==> config.mk <==
export PLATFORM = sky130hd
export DESIGN_NAME = dcache_port_arbiter
export DESIGN_NICKNAME = d
export VERILOG_FILES = /design/src/rtl/dcache_port_arbiter.sv
export SDC_FILE = /design/constraint.sdc
export NUM_CORES = 1
export LEC_CHECK = 0
export ABC_AREA = 1
export CAP_MARGIN = 15
export CORE_AREA = 3 3 192 194
export CTS_BUF_LIST = sky130_fd_sc_hd__clkbuf_8
export DETAILED_ROUTE_END_ITERATION = 8
export DIE_AREA = 0 0 195 197
export HOLD_SLACK_MARGIN = 0.08
export MAX_ROUTING_LAYER = met4
export SLEW_MARGIN = 30
export SYNTH_ARGS = -nofsm -noshare
export SYNTH_HDL_FRONTEND = slang
export SYNTH_SLANG_ARGS = --single-unit
export TNS_END_PERCENT = 100
==> constraint.sdc <==
create_clock -name clk -period 1.9 [get_ports clk]
set_input_delay 0.285 -clock clk [delete_from_list [all_inputs] [get_ports clk]]
set_output_delay 0.285 -clock clk [all_outputs]
set_load 0.05 [all_outputs]
==> src/rtl/dcache_port_arbiter.sv <==
// dcache_port_arbiter: shares the data-cache port between loads and stores, one transaction at a time.
// Optional DCACHE_ARB_RR_EN: round-robin on ties instead of fixed store priority.
module dcache_port_arbiter #(
  parameter int ADDR_W = 64,
  parameter int DATA_W = 64,
  parameter int TAG_W = 13,
  parameter int TIMEOUT_CYCLES = 1023
) (
  input  logic              clk,
  input  logic              reset,
  input  logic              ld_valid,
  input  logic [ADDR_W-1:0] ld_addr,
  input  logic [TAG_W-1:0]  ld_tag,
  input  logic              ld_kill,
  output logic              ld_accept,
  output logic              ld_rvalid,
  output logic [DATA_W-1:0] ld_rdata,
  input  logic              st_valid,
  input  logic [ADDR_W-1:0] st_addr,
  input  logic [DATA_W-1:0] st_data,
  input  logic [TAG_W-1:0]  st_tag,
  output logic              st_accept,
  output logic              st_done,
  output logic              reqcyc,
  output logic [ADDR_W-1:0] req,
  output logic [DATA_W-1:0] reqdata,
  output logic [TAG_W-1:0]  reqtag,
  input  logic              reqack,
  input  logic              respcyc,
  input  logic [DATA_W-1:0] resp,
  output logic              respack,
  input  logic              writeack,
  output logic              busy,
  output logic              err_timeout
);
  localparam int CNT_W = $clog2(TIMEOUT_CYCLES + 1);
  typedef enum logic [2:0] {IDLE, RD_REQ, RD_WAIT, WR_REQ, WR_WAIT} state_t;
  state_t r_state, w_next;
  logic [CNT_W-1:0] r_cnt;
  logic r_disc;
  logic w_st_win, w_ld_win, w_wait, w_rd_done, w_wr_done, w_tmo, w_rd_busy;
`ifdef DCACHE_ARB_RR_EN
  logic r_last_ld;
  always_ff @(posedge clk or negedge reset)
    if (!reset) r_last_ld <= 1'b0;
    else if (w_st_win || w_ld_win) r_last_ld <= w_ld_win;
  assign w_st_win = (r_state == IDLE) && st_valid && (!ld_valid || r_last_ld);
`else
  assign w_st_win = (r_state == IDLE) && st_valid;
`endif
  assign w_ld_win  = (r_state == IDLE) && ld_valid && !w_st_win;
  assign w_wait    = (r_state == RD_WAIT) || (r_state == WR_WAIT);
  assign w_rd_busy = (r_state == RD_REQ) || (r_state == RD_WAIT);
  assign w_rd_done = (r_state == RD_WAIT) && respcyc;
  assign w_wr_done = ((r_state == WR_WAIT) || (r_state == WR_REQ && reqack)) && writeack;
  // a completing response in the final wait cycle takes precedence over the timeout
  assign w_tmo = w_wait && !w_rd_done && !w_wr_done && (r_cnt == CNT_W'(TIMEOUT_CYCLES - 1));
  always_comb begin
    w_next = r_state;
    case (r_state)
      IDLE:    w_next = w_st_win ? WR_REQ : (w_ld_win ? RD_REQ : IDLE);
      RD_REQ:  w_next = reqack ? RD_WAIT : RD_REQ;
      RD_WAIT: w_next = (w_rd_done || w_tmo) ? IDLE : RD_WAIT;
      WR_REQ:  w_next = reqack ? (writeack ? IDLE : WR_WAIT) : WR_REQ;
      WR_WAIT: w_next = (w_wr_done || w_tmo) ? IDLE : WR_WAIT;
      default: w_next = IDLE;
    endcase
  end
  always_ff @(posedge clk or negedge reset)
    if (!reset) r_state <= IDLE;
    else r_state <= w_next;
  always_ff @(posedge clk or negedge reset)
    if (!reset) begin
      r_cnt       <= '0;
      r_disc      <= 1'b0;
      reqcyc      <= 1'b0;
      req         <= '0;
      reqdata     <= '0;
      reqtag      <= '0;
      ld_accept   <= 1'b0;
      st_accept   <= 1'b0;
      ld_rvalid   <= 1'b0;
      ld_rdata    <= '0;
      st_done     <= 1'b0;
      respack     <= 1'b0;
      busy        <= 1'b0;
      err_timeout <= 1'b0;
    end else begin
      r_cnt       <= w_wait ? r_cnt + CNT_W'(1) : '0;
      r_disc      <= (w_next == IDLE) ? 1'b0 : (r_disc || (ld_kill && w_rd_busy));
      reqcyc      <= (w_next == RD_REQ) || (w_next == WR_REQ);
      ld_accept   <= w_ld_win;
      st_accept   <= w_st_win;
      ld_rvalid   <= w_rd_done && !(r_disc || ld_kill);
      st_done     <= w_wr_done;
      respack     <= w_rd_done;
      busy        <= w_next != IDLE;
      err_timeout <= err_timeout || w_tmo;
      if (w_rd_done) ld_rdata <= resp;
      if (w_st_win || w_ld_win) begin
        req     <= w_st_win ? st_addr : ld_addr;
        reqdata <= w_st_win ? st_data : '0;
        reqtag  <= w_st_win ? st_tag : ld_tag;
      end
    end
endmodule
Word level (Yosys, flattened, before mapping) --
Cells that the tools add are included.
Storage, ports and cells: bits in registers 227, bits in latches 0, RAM bits 0, ROM bits 0, input port bits 290, word-level logic and storage cells 64, memories 0
Operators by class: add/subtract/negate cells 1, multipliers 0, div/mod/pow operators 0, order comparisons 0, equality and inequality tests 7, shift-type cells 0, muxes and demuxes 13, bitwise logic cells 0, reductions and logical operators 28
Operators with widths (count):
- $mux W64 | 2
- $pmux W3 S5 | 1
- $mux W13 | 1
- $logic_and A1 B1 Y1 | 11
- $add A10 B1 Y10 const B | 1
- $eq A10 B10 Y1 const B | 1
- $logic_or A1 B1 Y1 | 10
- $mux W10 | 1
- $eq A3 B2 Y1 const B | 3
- $mux W3 | 3
- $eq A3 B1 Y1 const B | 2
- $logic_not A3 Y1 | 2
- $mux W2 | 3
- $logic_not A1 Y1 | 4
- $eq A3 B3 Y1 const B | 1
- $reduce_bool A3 Y1 | 1
- $mux W1 | 2

Logic depth before layout (Yosys ltp) --
Gate-level depths: netlist of run 1.
word-level depth 12, mapped depth 11, gate-level depth less buffers 11

Worst setup path after synthesis of run 1 --
OpenSTA, ideal clock, no wires.
kind register to register, start point register r_state[0], end point register r_disc, arrival time 1.258 ns, data required time 1.781 ns, setup slack 0.523 ns, stages on the path, launching flop included 11, buffers on the path 0, period minus slack after synthesis 1.377 ns, cell sequence dfrtp_1 > nor2_4 > nand2_1 > nand2_2 > nand2_1 > nor2_1 > nand2_1 > nand2_1 > nand2_1 > nor2_2 > nor2_1
Between the ends: longest elaborated chain between the ends 12
Ends and longest elaborated chain:
- from (decl) | RTL line 38 | state_t r_state, w_next;
- from (signal assigned) | RTL line 71 | else r_state <= w_next;
- $eq A3 B2 Y1 | RTL line 55, 60
- $logic_and A1 B1 Y1 | RTL line 55 | assign w_wr_done = ((r_state == WR_WAIT) || (r_state == WR_REQ && reqack)) && writeack;
- $logic_or A1 B1 Y1 | RTL line 55
- $logic_and A1 B1 Y1 | RTL line 55
- $logic_not A1 Y1 | RTL line 57 | assign w_tmo = w_wait && !w_rd_done && !w_wr_done && (r_cnt == CNT_W'(TIMEOUT_CYCLES - 1));
- $logic_and A1 B1 Y1 (2 in a row) | RTL line 57
- $logic_or A1 B1 Y1 | RTL line 63 | RD_WAIT: w_next = (w_rd_done || w_tmo) ? IDLE : RD_WAIT;
- $mux W2 | RTL line 63
- $pmux W3 S5 * | RTL line 60 | case (r_state)
- net w_next[1] | RTL line 38
- $logic_not A3 Y1 * | RTL line 90 | r_disc <= (w_next == IDLE) ? 1'b0 : (r_disc || (ld_kill && w_rd_busy));
- $mux W1 * | RTL line 90
- to (signal assigned) | RTL line 90
- to (decl) | RTL line 40 | logic r_disc;
Mark *: on every way through the listed nets, which the timed path passes. The rest lies on a longest branch. A chain may end at the register's enable or synchronous reset.

Worst setup path after layout of run 1 --
start point register req[2], end point output req[2]
RTL lines:
- from (decl) | RTL line 25 | output logic [ADDR_W-1:0] req,
- from (signal assigned) | RTL line 101 | req <= w_st_win ? st_addr : ld_addr;
No word-level cell between the ends.

==> run metrics, run 1 <==
Leak=7.89 nW; Chip Width=195 µm; DR WL met2=16.8 mm; total number of H-tree levels=2; clk_skew=18.3 ps; RSZ-0062 raised after global routing=false; Initial Util=26.9%; critical-path maximum fanout=2; final setup fails=0; drt initial violations=485; final wirelength=35.3 mm; Reg2Reg Capture Point=ld_rdata[21]$_DFFE_PN0P_; Die Ht=197 µm; FMAX=547 MHz; Util after Layout=44.9%; synthesized cell area=9510 µm²; synth warn=0; crit path to=req[2]; GPL Wtd Cong=0.868; Mapped Cells=1091; r2r startpoint=r_state[2]$_DFF_PN0_; DR WL met3=3.17 mm; ANT nets after route=0; dpl hpwl=25.8 mm; Crit path largest cell delay=560 ps; P per Cell Area=1910 nW/µm²; largest net degree at the start of global routing=63; CTS Sinks=227; Worst setup EP type=primary output; outcome=finished clean; antenna violations before repair=0; syn nets=1383; worst skew pair latency=560 ps; crit path launch type=flop; num ports=503; Layout area overhead=67.1%; # DRC=0; vias per cell=4.57; Yosys reg bits=227; CTS tree=done; CTS root buf=clkbuf_8; Top Layer Used=met4; layout cell share with drive strength beyond 1=9.47%; CTS Buf Count=43; Max-Cap Viols=0; slowest cell on the critical path=dlygate4sd2_1; vias in the first global route=9713; fin crit period=1830 ps; clock tree buffer depth=3; Crit path required time=1620 ps; Buf/Inv on CP=1; Total GRT Usage=18.1%; Hold Slack=248 ps; library cells used by synthesis=25; syn_area_per_cell=8.71 µm²; relative slew slack=61.9%; Setup CP Type=reg -> out; worst slew pin tran=574 ps; first-pass GRT wire length=54.5 mm; WP depth=1; die footprint=38400 µm²; # diodes=0; maximum vdd drop=1.03 mV; reg2reg path depth=7; Cell Rows=69; Top Family by Delay on Critical Path=buffers and inverters; Worst Hold Class=in -> async; worst path cell trace=dlygate4sd2_1; crit path launch=req[2]$_DFFE_PN0P_; Final period util=96.2%; metal1 wirelength=14.4 mm; Worst-path clk slew=60 ps; final hold viol count=0; port bufs=502; Pre-Repair DR Iteration Count=5; post-CTS setup buffers=0; Worst Path Arrival=1540 ps; R2R setup slack=250 ps; via count=9573; grt ovf=0; sequential share of the synthesized area=59.8%; core area=35400 µm²; nets@finish=1901; count of pins over their slew limit=0; Routed wire per std cell=16.8 µm
cell usage after synthesis, drive strengths merged:
master,n,share of area [%]
a31oi,2,0.20
nand4,3,0.20
clkbuf,13,0.51
dfrtp,227,60
ha,2,0.26
nor2,95,3.9
a21oi,7,0.37
inv,20,0.79
nor4,1,0.066
nand3,148,8.1
nand2,342,14
nor3,8,0.42
nor3b,2,0.16
o21ai,158,8.3
buf,63,3.5
cell families (layout without fill, tap and decap cells):
logic type,count (synthesis),in the layout,share of synthesized area [%]
AO/OA/AOI/OAI,167,167,8.89
adder cells (fa/ha/maj),2,2,0.263
buffers and inverters,96,641,4.78
flip-flops,227,227,59.8
AND/OR/NAND/NOR,599,599,26.3
flip-flops by register name, summed over array words and instances, names as in the netlist, 3 cells and up:
| name | count |
|---|---|
| ld_rdata | 64 |
| reqtag | 13 |
| reqdata | 64 |
| r_cnt | 10 |
| r_state | 3 |
| req | 64 |
per-layer routing:
| metal | up-vias | GRT usage (%) |
|---|---|---|
| met5 | - | - |
| met4 | 0 | 5.70 |
| met3 | 65 | 5.98 |
| met2 | 420 | 28.8 |
| met1 | 4475 | 21.9 |
| li1 | 4613 | - |
per-stage QoR:
stage                     cell area, µm²  power, mW  TNS, ps  cells  worst slack (ps)
final                              15900       30.4        0   2097              72.1
after global routing               15900       32.2        0   2097              26.1
after CTS                          15900       30.8        0   2097              38.1
after detailed placement           15200       26.9    -6.13   2024             -6.13
after global placement             15200       26.7        0   2024              19.0
after floorplan                     9510       19.8        0   1091               523
report_power, final:
part | leakage, nW | internal [mW] | total, mW | switching [mW]
registers | 2.87 | 7.07 | 8.30 | 1.23
logic | 4.53 | 4.79 | 17.1 | 12.3
clock network | 0.492 | 2.92 | 5.02 | 2.11
total | 7.89 | 14.8 | 30.4 | 15.6
timing repair:
action                                 CTS  global route
resized for setup                      178             1
endpoints found under the hold margin  227             0
setup endpoints to repair              178             1
hold buffers                             1             0
pin swaps                                0             1
area by class of cell:
cell class              count  area (µm²)
clock buffers              53         729
clock inverters            19         168
fillers                  3507       19500
inverters                  20        77.6
multi-input cells         768        3370
flip-flops and latches    227        5680
well taps                 461         577
repair buffers            549        5280
layout by cell type, fill, tap and decap left out:
master / count
nand2_1: 340
clkdlybuf4s50_1: 288
dfrtp_1: 227
dlygate4sd2_1: 178
nand3_1: 146
nor2_1: 93
o21ai_1: 89
o21ai_0: 69
buf_4: 64
clkbuf_8: 53
inv_1: 26
buf_12: 16
nor3_1: 8
a21oi_1: 7
clkinv_2: 4
nand4_1: 3
bufinv_16: 3
inv_2: 2
nand2_2: 2
nand3_4: 2
nor3b_1: 2
ha_1: 2
clkinvlp_4: 2
nor2_4: 1
inv_4: 1
a31oi_2: 1
nor2_2: 1
nor4_1: 1
a31oi_1: 1
inv_6: 1
dlygate4sd3_1: 1
buf_8: 1
buf_6: 1
worst min-delay path by stage:
stage,start,cells past startpoint,to,slack [ps]
after floorplan,reset,0,busy$_DFF_PN0_,-10
after global placement,reset,1,ld_rdata[34]$_DFFE_PN0P_,250
after detailed placement,reset,1,ld_rdata[34]$_DFFE_PN0P_,250
after CTS,resp[16],3,ld_rdata[16]$_DFFE_PN0P_,210
after global routing,st_data[6],3,reqdata[6]$_DFFE_PN0P_,230
final,reset,2,ld_rdata[34]$_DFFE_PN0P_,250
(Power assumes the default switching activity.)
==> run 2: changes to the inputs <==
--- a/config.mk
+++ b/config.mk
@@ -13,6 +13,7 @@
 export DIE_AREA = 0 0 195 197
 export HOLD_SLACK_MARGIN = 0.08
 export MAX_ROUTING_LAYER = met4
+export SETUP_SLACK_MARGIN = 0.1
 export SLEW_MARGIN = 30
 export SYNTH_ARGS = -nofsm -noshare
 export SYNTH_HDL_FRONTEND = slang
==> run metrics, run 2 (same netlist as run 1, synthesis figures left out) <==
outcome=finished clean (unchanged); Hold Slack=247 ps (was 248 ps); CTS Buf Count=43 (unchanged); slowest cell on the critical path=dlygate4sd2_1 (unchanged); Leak=7.79 nW (was 7.89 nW); Top Layer Used=met4 (unchanged); grt ovf=0 (unchanged); Crit path largest cell delay=540 ps (was 560 ps); count of pins over their slew limit=0 (unchanged); Worst Path Arrival=1470 ps (was 1540 ps); ANT nets after route=0 (unchanged); dpl cell area=15200 µm² (unchanged); register area=5680 µm² (about the same); CTS tree=done (unchanged); CTS Sinks=227 (unchanged); Pre-Repair DR Iteration Count=5 (unchanged); Top Family by Delay on Critical Path=buffers and inverters (unchanged); drt initial violations=473 (was 485); final setup fails=0 (unchanged); fin crit period=1760 ps (was 1830 ps); total number of H-tree levels=2 (unchanged); final wirelength=35.6 mm (was 35.3 mm); Cell Rows=69 (unchanged); biggest regs=ld_rdata: 64 flops, req: 64 flops, reqdata: 64 flops (unchanged); dpl hpwl=25.8 mm (unchanged); port bufs=502 (unchanged); FMAX=568 MHz (was 547 MHz); GPL Wtd Cong=0.868 (unchanged); first-pass GRT wire length=54.5 mm (about the same); worst slew pin tran=569 ps (was 574 ps); largest net degree at the start of global routing=63 (unchanged); most frequent cells in the layout=nand2_1, clkdlybuf4s50_1, dfrtp_1, nand3_1, dlygate4sd2_1 (was nand2_1, clkdlybuf4s50_1, dfrtp_1, dlygate4sd2_1, nand3_1); Crit path required time=1620 ps (about the same); Worst setup EP type=primary output (unchanged); Worst-path clk slew=60 ps (about the same); Util after Layout=45.1% (was 44.9%); Routed wire per std cell=17.0 µm (was 16.8 µm); core area=35400 µm² (unchanged); # DRC=0 (unchanged); Initial Util=26.9% (unchanged); antenna violations before repair=0 (unchanged); RSZ-0062 raised after global routing=true (was false); Final period util=92.6% (was 96.2%); nets@finish=1902 (was 1901); CTS root buf=clkbuf_8 (unchanged); worst setup margin=141 ps (was 72.1 ps); worst skew pair latency=570 ps (was 560 ps); layout cell share with drive strength beyond 1=10.6% (was 9.47%); worst path cell trace=dlygate4sd2_1 (unchanged); vias per cell=4.56 (was 4.57); relative slew slack=62.2% (was 61.9%); P per Cell Area=1920 nW/µm² (was 1910 nW/µm²); num ports=503 (unchanged); worst slack, placed=-6.13 ps (unchanged); multi-input combinational cell area=3380 µm² (was 3370 µm²); Chip Width=195 µm (unchanged); R2R setup slack=260 ps (was 250 ps); fin area=16000 µm² (was 15900 µm²); clk_skew=21.4 ps (was 18.3 ps); vias in the first global route=9716 (was 9713); Total GRT Usage=18.1% (about the same); clock tree buffer depth=3 (unchanged); DR WL met2=17.0 mm (was 16.8 mm); Layout area overhead=68.0% (was 67.1%); # diodes=0 (unchanged); maximum vdd drop=1.03 mV (about the same); crit path launch type=flop (unchanged); # fillers=3466 (was 3507); final hold viol count=0 (unchanged); die footprint=38400 µm² (unchanged); DR WL met3=3.25 mm (was 3.17 mm); Die Ht=197 µm (unchanged); critical-path maximum fanout=2 (unchanged); commonest non-fill, non-tap cell in the layout=nand2_1 (unchanged); metal1 wirelength=14.4 mm (about the same); Worst Hold Class=in -> async (unchanged); Setup CP Type=reg -> out (unchanged); Buf/Inv on CP=1 (unchanged); Max-Cap Viols=0 (unchanged); via count=9573 (unchanged)
[run 2: cell types whose count changed in the layout (fill, tap and decap cells not counted), moves of 6 or more]
| cell | before | now |
|---|---|---|
| dlygate4sd2_1 | 178 | 112 |
| clkbuf_2 | 0 | 10 |
| clkdlybuf4s15_2 | 0 | 6 |
| clkdlybuf4s15_1 | 0 | 50 |
[run 2: path summary, 6_finish.rpt]
check,start,end,cells after the start
worst max-delay path,reqtag[12]$_DFFE_PN0P_,reqtag[12],1
worst min-delay path,reset,ld_rdata[34]$_DFFE_PN0P_,2
worst max register to register,r_state[0]$_DFF_PN0_,req[54]$_DFFE_PN0P_,6
worst min register to register,r_disc$_DFF_PN0_,ld_rvalid$_DFF_PN0_,1
max in group asynchronous,reset,req[16]$_DFFE_PN0P_,3
min in group clk,st_data[55],reqdata[55]$_DFFE_PN0P_,3
[run 2: area by class of cell]
| type | instances | share of cell area (%) |
|---|---|---|
| clock buffers | 53 | 4.57 |
| clock inverters | 19 | 1.05 |
| inverters | 20 | 0.517 |
| multi-input cells | 768 | 21.1 |
| flip-flops and latches | 227 | 35.6 |
| well taps | 461 | 3.61 |
| repair buffers | 550 | 33.5 |
[run 2: timing repair]
item                                   CTS  global route
hold buffers                             1             0
setup buffers                            0             0
endpoints found under the hold margin  227             0
setup endpoints to repair              178            82
gates cloned                             0             1
pin swaps                                0             2
gates resized for setup                210            57
[run 2: per-stage QoR]
| step | TNS (ps) | power [mW] | cells |
|---|---|---|---|
| 2_1_floorplan | 0 | 19.8 | 1091 |
| 3_3_place_gp | 0 | 26.7 | 2024 |
| 3_5_place_dp | -6.13 | 26.9 | 2024 |
| 4_1_cts | 0 | 30.8 | 2097 |
| 5_1_grt | 0 | 32.5 | 2098 |
| 6_report | 0 | 30.7 | 2098 |
[run 2: metal layers]
| metal | GRT usage [%] | vias to the layer above |
|---|---|---|
| met2 | 28.8 | 435 |
| met4 | 5.70 | 0 |
| met3 | 6.02 | 65 |
| met1 | 21.9 | 4461 |
| li1 | - | 4612 |
| met5 | - | - |
[run 2: power by group]
part           leakage (nW)  total [mW]  internal [mW]  switching (mW)
Combinational          4.43        17.3           4.96            12.4
Sequential             2.87        8.33           7.07            1.26
Clock                 0.492        5.03           2.92            2.11
Total                  7.79        30.7           14.9            15.7
